### src/rtl/param_fetch_unit.sv
// param_fetch_unit
// Reads the NUM_WORDS-word parameter SRAM after a start pulse, decodes the
// words into registered conv-layer fields, derives the output spatial
// dimensions, validates the layer and holds the result until finish.
//
// Ports:
//   clk, rst              clock, asynchronous active-high reset
//   start_i, finish_i     layer start (IDLE only) / layer done (READY/ERROR only)
//   cs_o, oe_o, addr_o    SRAM read port controls
//   W_req_o, W_data_o     SRAM write port, tied to write-disable / zero
//   R_data_i              SRAM read data, RD_LAT cycles after the address
//   busy_o                fetch/drain/check in progress
//   params_valid_o        fields valid (READY)
//   err_o, err_code_o     invalid layer (ERROR): 1 zero dim, 2 bad stride,
//                         3 kernel larger than padded input
//   *_o field outputs     decoded words 0..7 plus derived out_h_o/out_w_o
module param_fetch_unit #(
    parameter int unsigned NUM_WORDS = 8,
    parameter int unsigned DATA_W    = 32,
    parameter int unsigned ADDR_W    = 32,
    parameter int unsigned RD_LAT    = 1
) (
    input  logic              clk,
    input  logic              rst,
    input  logic              start_i,
    input  logic              finish_i,
    output logic              cs_o,
    output logic              oe_o,
    output logic [ADDR_W-1:0] addr_o,
    output logic              W_req_o,
    output logic [DATA_W-1:0] W_data_o,
    input  logic [DATA_W-1:0] R_data_i,
    output logic              busy_o,
    output logic              params_valid_o,
    output logic              err_o,
    output logic [1:0]        err_code_o,
    output logic [15:0]       in_h_o,
    output logic [15:0]       in_w_o,
    output logic [15:0]       in_c_o,
    output logic [15:0]       out_c_o,
    output logic [3:0]        kernel_o,
    output logic [3:0]        stride_o,
    output logic [3:0]        pad_o,
    output logic              relu_en_o,
    output logic              pool_en_o,
    output logic [31:0]       bias_base_o,
    output logic [31:0]       weight_base_o,
    output logic [31:0]       ifmap_base_o,
    output logic [31:0]       ofmap_base_o,
    output logic [4:0]        quant_shift_o,
    output logic [15:0]       out_h_o,
    output logic [15:0]       out_w_o
);

    localparam int unsigned IDX_W = (NUM_WORDS > 1) ? $clog2(NUM_WORDS) : 1;
    localparam logic [ADDR_W-1:0] LAST_ADDR = ADDR_W'(NUM_WORDS - 1);
    localparam logic [IDX_W-1:0]  LAST_IDX  = IDX_W'(NUM_WORDS - 1);

    typedef enum logic [2:0] {
        S_IDLE,
        S_FETCH,
        S_DRAIN,
        S_CHECK,
        S_READY,
        S_ERROR
    } state_t;

    state_t state, state_n;

    logic [DATA_W-1:0] words [NUM_WORDS];
    logic [RD_LAT-1:0] pipe_v;
    logic [IDX_W-1:0]  pipe_a [RD_LAT];

    // Write port is permanently disabled (active-low request held high).
    assign W_req_o  = 1'b1;
    assign W_data_o = '0;

    // Raw field views of the captured words
    logic [15:0] w_in_h, w_in_w, w_in_c, w_out_c;
    logic [3:0]  w_kernel, w_stride, w_pad;

    assign w_in_h   = words[0][15:0];
    assign w_in_w   = words[0][31:16];
    assign w_in_c   = words[1][15:0];
    assign w_out_c  = words[1][31:16];
    assign w_kernel = words[2][3:0];
    assign w_stride = words[2][7:4];
    assign w_pad    = words[2][11:8];

    logic unused_bits;
    assign unused_bits = ^{words[2][31:14], words[7][31:5]};

    // Validation and output-dimension derivation used in CHECK
    logic [16:0] ph_c, pw_c, dh_c, dw_c;
    logic [15:0] oh_c, ow_c;
    logic [1:0]  code_c;

    always_comb begin
        ph_c = {1'b0, w_in_h} + {12'd0, w_pad, 1'b0};
        pw_c = {1'b0, w_in_w} + {12'd0, w_pad, 1'b0};
        dh_c = ph_c - 17'(w_kernel);
        dw_c = pw_c - 17'(w_kernel);
        if (w_stride == 4'd2) begin
            dh_c = dh_c >> 1;
            dw_c = dw_c >> 1;
        end
        oh_c = 16'(dh_c + 17'd1);
        ow_c = 16'(dw_c + 17'd1);

        code_c = 2'd0;
        if (w_in_h == '0 || w_in_w == '0 || w_in_c == '0 || w_out_c == '0 || w_kernel == '0) begin
            code_c = 2'd1;
        end else if (w_stride != 4'd1 && w_stride != 4'd2) begin
            code_c = 2'd2;
        end else if (ph_c < 17'(w_kernel) || pw_c < 17'(w_kernel)) begin
            code_c = 2'd3;
        end
    end

    // Last word of the fetch has come out of the read pipe
    logic drain_done_c;
    assign drain_done_c = pipe_v[RD_LAT-1] && (pipe_a[RD_LAT-1] == LAST_IDX);

    // Next-state and next-output logic
    logic [ADDR_W-1:0] addr_n;
    logic              cs_n, valid_n, err_n, busy_n, load_c;
    logic [1:0]        code_n;

    always_comb begin
        state_n = state;
        addr_n  = '0;
        cs_n    = 1'b0;
        valid_n = params_valid_o;
        err_n   = err_o;
        code_n  = err_code_o;
        load_c  = 1'b0;

        case (state)
            S_IDLE: begin
                if (start_i) begin
                    state_n = S_FETCH;
                    cs_n    = 1'b1;
                end
            end
            S_FETCH: begin
                cs_n = 1'b1;
                if (addr_o == LAST_ADDR) begin
                    state_n = S_DRAIN;
                    addr_n  = LAST_ADDR;
                end else begin
                    addr_n = addr_o + ADDR_W'(1);
                end
            end
            S_DRAIN: begin
                if (drain_done_c) begin
                    state_n = S_CHECK;
                end else begin
                    cs_n   = 1'b1;
                    addr_n = LAST_ADDR;
                end
            end
            S_CHECK: begin
                load_c  = 1'b1;
                state_n = (code_c != 2'd0) ? S_ERROR : S_READY;
                valid_n = (code_c == 2'd0);
                err_n   = (code_c != 2'd0);
                code_n  = code_c;
            end
            S_READY, S_ERROR: begin
                if (finish_i) begin
                    state_n = S_IDLE;
                    valid_n = 1'b0;
                    err_n   = 1'b0;
                    code_n  = 2'd0;
                end
            end
            default: state_n = S_IDLE;
        endcase

        busy_n = (state_n == S_FETCH) || (state_n == S_DRAIN) || (state_n == S_CHECK);
    end

    // State and control output registers
    always_ff @(posedge clk or posedge rst) begin
        if (rst) begin
            state          <= S_IDLE;
            addr_o         <= '0;
            cs_o           <= 1'b0;
            oe_o           <= 1'b0;
            busy_o         <= 1'b0;
            params_valid_o <= 1'b0;
            err_o          <= 1'b0;
            err_code_o     <= 2'd0;
        end else begin
            state          <= state_n;
            addr_o         <= addr_n;
            cs_o           <= cs_n;
            oe_o           <= cs_n;
            busy_o         <= busy_n;
            params_valid_o <= valid_n;
            err_o          <= err_n;
            err_code_o     <= code_n;
        end
    end

    // Read pipe tracks which word each returning beat belongs to
    always_ff @(posedge clk or posedge rst) begin
        if (rst) begin
            pipe_v <= '0;
            for (int i = 0; i < int'(RD_LAT); i++) pipe_a[i] <= '0;
            for (int i = 0; i < int'(NUM_WORDS); i++) words[i] <= '0;
        end else begin
            pipe_v[0] <= (state == S_FETCH);
            pipe_a[0] <= IDX_W'(addr_o);
            for (int i = 1; i < int'(RD_LAT); i++) begin
                pipe_v[i] <= pipe_v[i-1];
                pipe_a[i] <= pipe_a[i-1];
            end
            if (pipe_v[RD_LAT-1]) begin
                words[pipe_a[RD_LAT-1]] <= R_data_i;
            end
        end
    end

    // Field outputs update only in CHECK and hold through READY/ERROR/IDLE
    always_ff @(posedge clk or posedge rst) begin
        if (rst) begin
            in_h_o        <= '0;
            in_w_o        <= '0;
            in_c_o        <= '0;
            out_c_o       <= '0;
            kernel_o      <= '0;
            stride_o      <= '0;
            pad_o         <= '0;
            relu_en_o     <= 1'b0;
            pool_en_o     <= 1'b0;
            bias_base_o   <= '0;
            weight_base_o <= '0;
            ifmap_base_o  <= '0;
            ofmap_base_o  <= '0;
            quant_shift_o <= '0;
            out_h_o       <= '0;
            out_w_o       <= '0;
        end else if (load_c) begin
            in_h_o        <= w_in_h;
            in_w_o        <= w_in_w;
            in_c_o        <= w_in_c;
            out_c_o       <= w_out_c;
            kernel_o      <= w_kernel;
            stride_o      <= w_stride;
            pad_o         <= w_pad;
            relu_en_o     <= words[2][12];
            pool_en_o     <= words[2][13];
            bias_base_o   <= words[3][31:0];
            weight_base_o <= words[4][31:0];
            ifmap_base_o  <= words[5][31:0];
            ofmap_base_o  <= words[6][31:0];
            quant_shift_o <= words[7][4:0];
            out_h_o       <= (code_c == 2'd0) ? oh_c : 16'd0;
            out_w_o       <= (code_c == 2'd0) ? ow_c : 16'd0;
        end
    end

endmodule

### config.mk
export PLATFORM = sky130hd
export DESIGN_NAME = param_fetch_unit
export DESIGN_NICKNAME = d
export VERILOG_FILES = /design/src/rtl/param_fetch_unit.sv
export SDC_FILE = /design/constraint.sdc
export NUM_CORES = 1
export LEC_CHECK = 0
export CAP_MARGIN = 20
export CORE_ASPECT_RATIO = 1.2
export CORE_MARGIN = 4
export CORE_UTILIZATION = 59
export CTS_CLUSTER_DIAMETER = 80
export DETAILED_ROUTE_END_ITERATION = 10
export HOLD_SLACK_MARGIN = 0.03
export PLACE_DENSITY = 0.86
export SLEW_MARGIN = 20
export SYNTH_ARGS = -nofsm -noshare
export SYNTH_HDL_FRONTEND = slang
export SYNTH_SLANG_ARGS = --single-unit
### constraint.sdc
create_clock -name clk -period 25.7 [get_ports clk]
set_input_delay 3.855 -clock clk [delete_from_list [all_inputs] [get_ports clk]]
set_output_delay 3.855 -clock clk [all_outputs]
set_load 0.02 [all_outputs]
==> impl_metrics.tcl <==
set metrics [dict create \
    status "finished, final reports clean" \
    grt_pass1_vias 18500 \
    die_h_um 223 \
    netlist_area_um2 22600 \
    holdPathStages 2 \
    cp_max_fo 7 \
    fin_util 0.729 \
    placementRows 78 \
    p_sw_frac 0.428 \
    num_vias 17900 \
    p_leak_nw 12.3 \
    timing.final.crit_share 0.218 \
    yosys-top-cells-area "dfrtp_1, nand2_1, mux2_2" \
    synth.most_common_cell "nand2_1" \
    grt_max_degree 202 \
    p_per_area_nw_per_um2 158 \
    clkPwrFrac 0.161 \
    crit_chain "clkdlybuf4s50_1" \
    slowest_delay_ps 690 \
    ir_drop_mv 0.0882 \
    ys_seq_area_frac 0.551 \
    endpoint_kind "output port" \
    power_mw 4.35 \
    area_delta_synth_final_pct 21.9 \
    grt_util_all_layers 0.301 \
    avgViaCountPerCell 5.96 \
    die_area_um2 41600 \
    fill_cells 2481 \
    drt-wirelength-per-cell_um 21.2 \
    clkLatencyLatePin_ps 580 \
    synth-seq-cells 499 \
    synth.top_cell.area_share 0.551 \
    maxCapViolCount 0 \
    skew_ps 18.6 \
    ys.flop_type "dfrtp_1" \
    timing.fmax_ghz 0.178 \
    portBuffers 317 \
    post_cts_buffers 0 \
    rsz0062_at_grt "no" \
    antenna_found_initial 1 \
    switchingPower_mw 1.86 \
    final_nets 2552 \
    cts-root-buf "clkbuf_16" \
    drive_gt1_frac 0.130 \
    drcViolationCount 0 \
    final-hold-violation-count 0 \
    crit_slowest_cell "clkdlybuf4s50_1" \
    cp.depth 1 \
    cts_resized 0 \
    min_from "words[38]" \
    setup_violations 0 \
    syn_avg_cell_area_um2 10.2 \
    clockBufferDepth 3 \
    reg2reg_depth 13 \
    comb_power_share 0.499 \
    postSynthCellCount 2224 \
    internal_power_mw 2.49 \
    setup-tns-final_ps 0 \
    cp_num_buf_inv 1 \
    cts-hold-fix-buffers 0 \
    wl_mm 63.8 \
    htree_levels 2 \
    worstSetupPathType "reg -> out" \
    drt_iter0_markers 1226 \
    die_w_um 187 \
    hold_path_class "reg -> reg" \
    regArea_um2 12500 \
    drtAntennaViolNets 0 \
    synthDistinctLibCells 94 \
    io_pins 351 \
    yosys_warnings 0 \
    worstPathArrival_ps 1750 \
    rr_startpoint "w_pad[0]" \
    cp.required_ps 21840 \
    cts.clk_slew.worst_paths_ps 70 \
    place_hpwl_mm 42.7 \
    slew_headroom 0.256 \
    seq_power_share 0.340 \
    multi_input_area_um2 9490 \
    numCtsBuffers 47 \
    coreArea_um2 37900 \
    drtPass1Iterations 8 \
    grt_overflow 0 \
    grt_pass1_wl_mm 101 \
    final.min_clock_period_ps 5600 \
    synth-edff-count 0 \
    crit_family "buffers and inverters" \
    synth_commonest_cells "nand2_1, dfrtp_1, mux2_2" \
    clock_sinks 499 \
    cts_tree "done" \
    start_kind "register" \
    place_congestion 0.902 \
    async_reset_ff_frac 1.00 \
    maxSlewViolCount 0 \
    start_util 0.598 \
    tightest_slew_ps 1120 \
    cp-startpoint "addr_o[0]" \
    yosysTopAreaCell "dfrtp_1" \
]
## through the flow
step	hold WS, ps	instances	cell area, um2	setup slack [ps]
after floorplan	433	2255	22800	7910
after global placement	441	2923	26000	19660
after detailed placement	451	2923	26000	19630
after CTS	458	3006	27600	20090
after global routing	479	3008	27600	19950
final	463	3009	27600	20100
## flip-flops by register name (all words and copies together), names as in the netlist, 16 cells and up
name / flops
addr_o: 32
bias_base_o: 32
ifmap_base_o: 32
in_c_o: 16
in_h_o: 16
in_w_o: 16
ofmap_base_o: 32
out_c_o: 16
out_h_o: 16
out_w_o: 16
w_in_c: 16
w_in_h: 16
w_in_w: 16
w_out_c: 16
weight_base_o: 32
words: 135
## cell type report
class / instances / area share
clock buffers: 67 / 0.0497
inverters: 33 / 0.00476
flip-flops and latches: 499 / 0.452
clock inverters: 16 / 0.00625
diodes: 2 / 0.000181
well taps: 480 / 0.0217
repair buffers: 336 / 0.122
multi-input cells: 1576 / 0.344
## final timing paths
check	slack, ps	end
min	460	ofmap_base_o[6]
max	20100	addr_o[0]
min in group asynchronous	3830	out_h_o[14]
max reg2reg	20930	out_h_o[15]
max in group asynchronous	20230	ofmap_base_o[16]
min reg2reg	460	ofmap_base_o[6]
## worst register-to-register path: cells and delay by family, from the launching register on
family                   cells  cell delay (ps)
flip-flops                   1              500
AO/OA/AOI/OAI                5             1620
buffers and inverters        1               60
XOR/XNOR                     1              150
AND/OR/NAND/NOR              3             1360
adder cells (fa/ha/maj)      3              980
## placed cells by master (no fill, tap or decap), drive strengths merged, types with 19 or more instances in the layout
cell type	Yosys	final
nor4	29	29
ha	19	19
mux2	199	199
dfrtp	499	499
conb	2	33
nand2	709	709
clkdlybuf4s50	0	317
xnor2	44	44
nor2	73	73
xor2	40	40
nand3	42	42
buf	45	19
o21ai	78	78
a21oi	39	39
inv	33	36
nor3	30	30
clkbuf	102	67
## logic make-up after synthesis
| family | synth area share |
|---|---|
| buf+inv | 0.0365 |
| xor+xnor | 0.0341 |
| simple gates | 0.186 |
| compound gates | 0.0751 |
| other cells | 0.000332 |
| fa+ha+maj | 0.0140 |
| flops | 0.551 |
| mux | 0.103 |
## metal layers
layer,GRT usage,wire length (um),vias to the layer above,part of all wire
li1,-,-,8008,-
met3,0.0548,4520,181,0.071
met5,0,0,-,0
met1,0.381,24500,8918,0.38
met2,0.504,31300,821,0.49
met4,0.150,3500,0,0.055
## power groups by stage
stage                     registers [mW]  clock network, mW  logic, mW
after floorplan                     1.59                  0       1.24
after global placement              1.45                  0       2.07
after detailed placement            1.47                  0       2.14
after CTS                           1.47              0.706       2.17
after global routing                1.51              0.738       2.36
final                               1.48              0.700       2.17
Power figures use the tool's default switching activity.
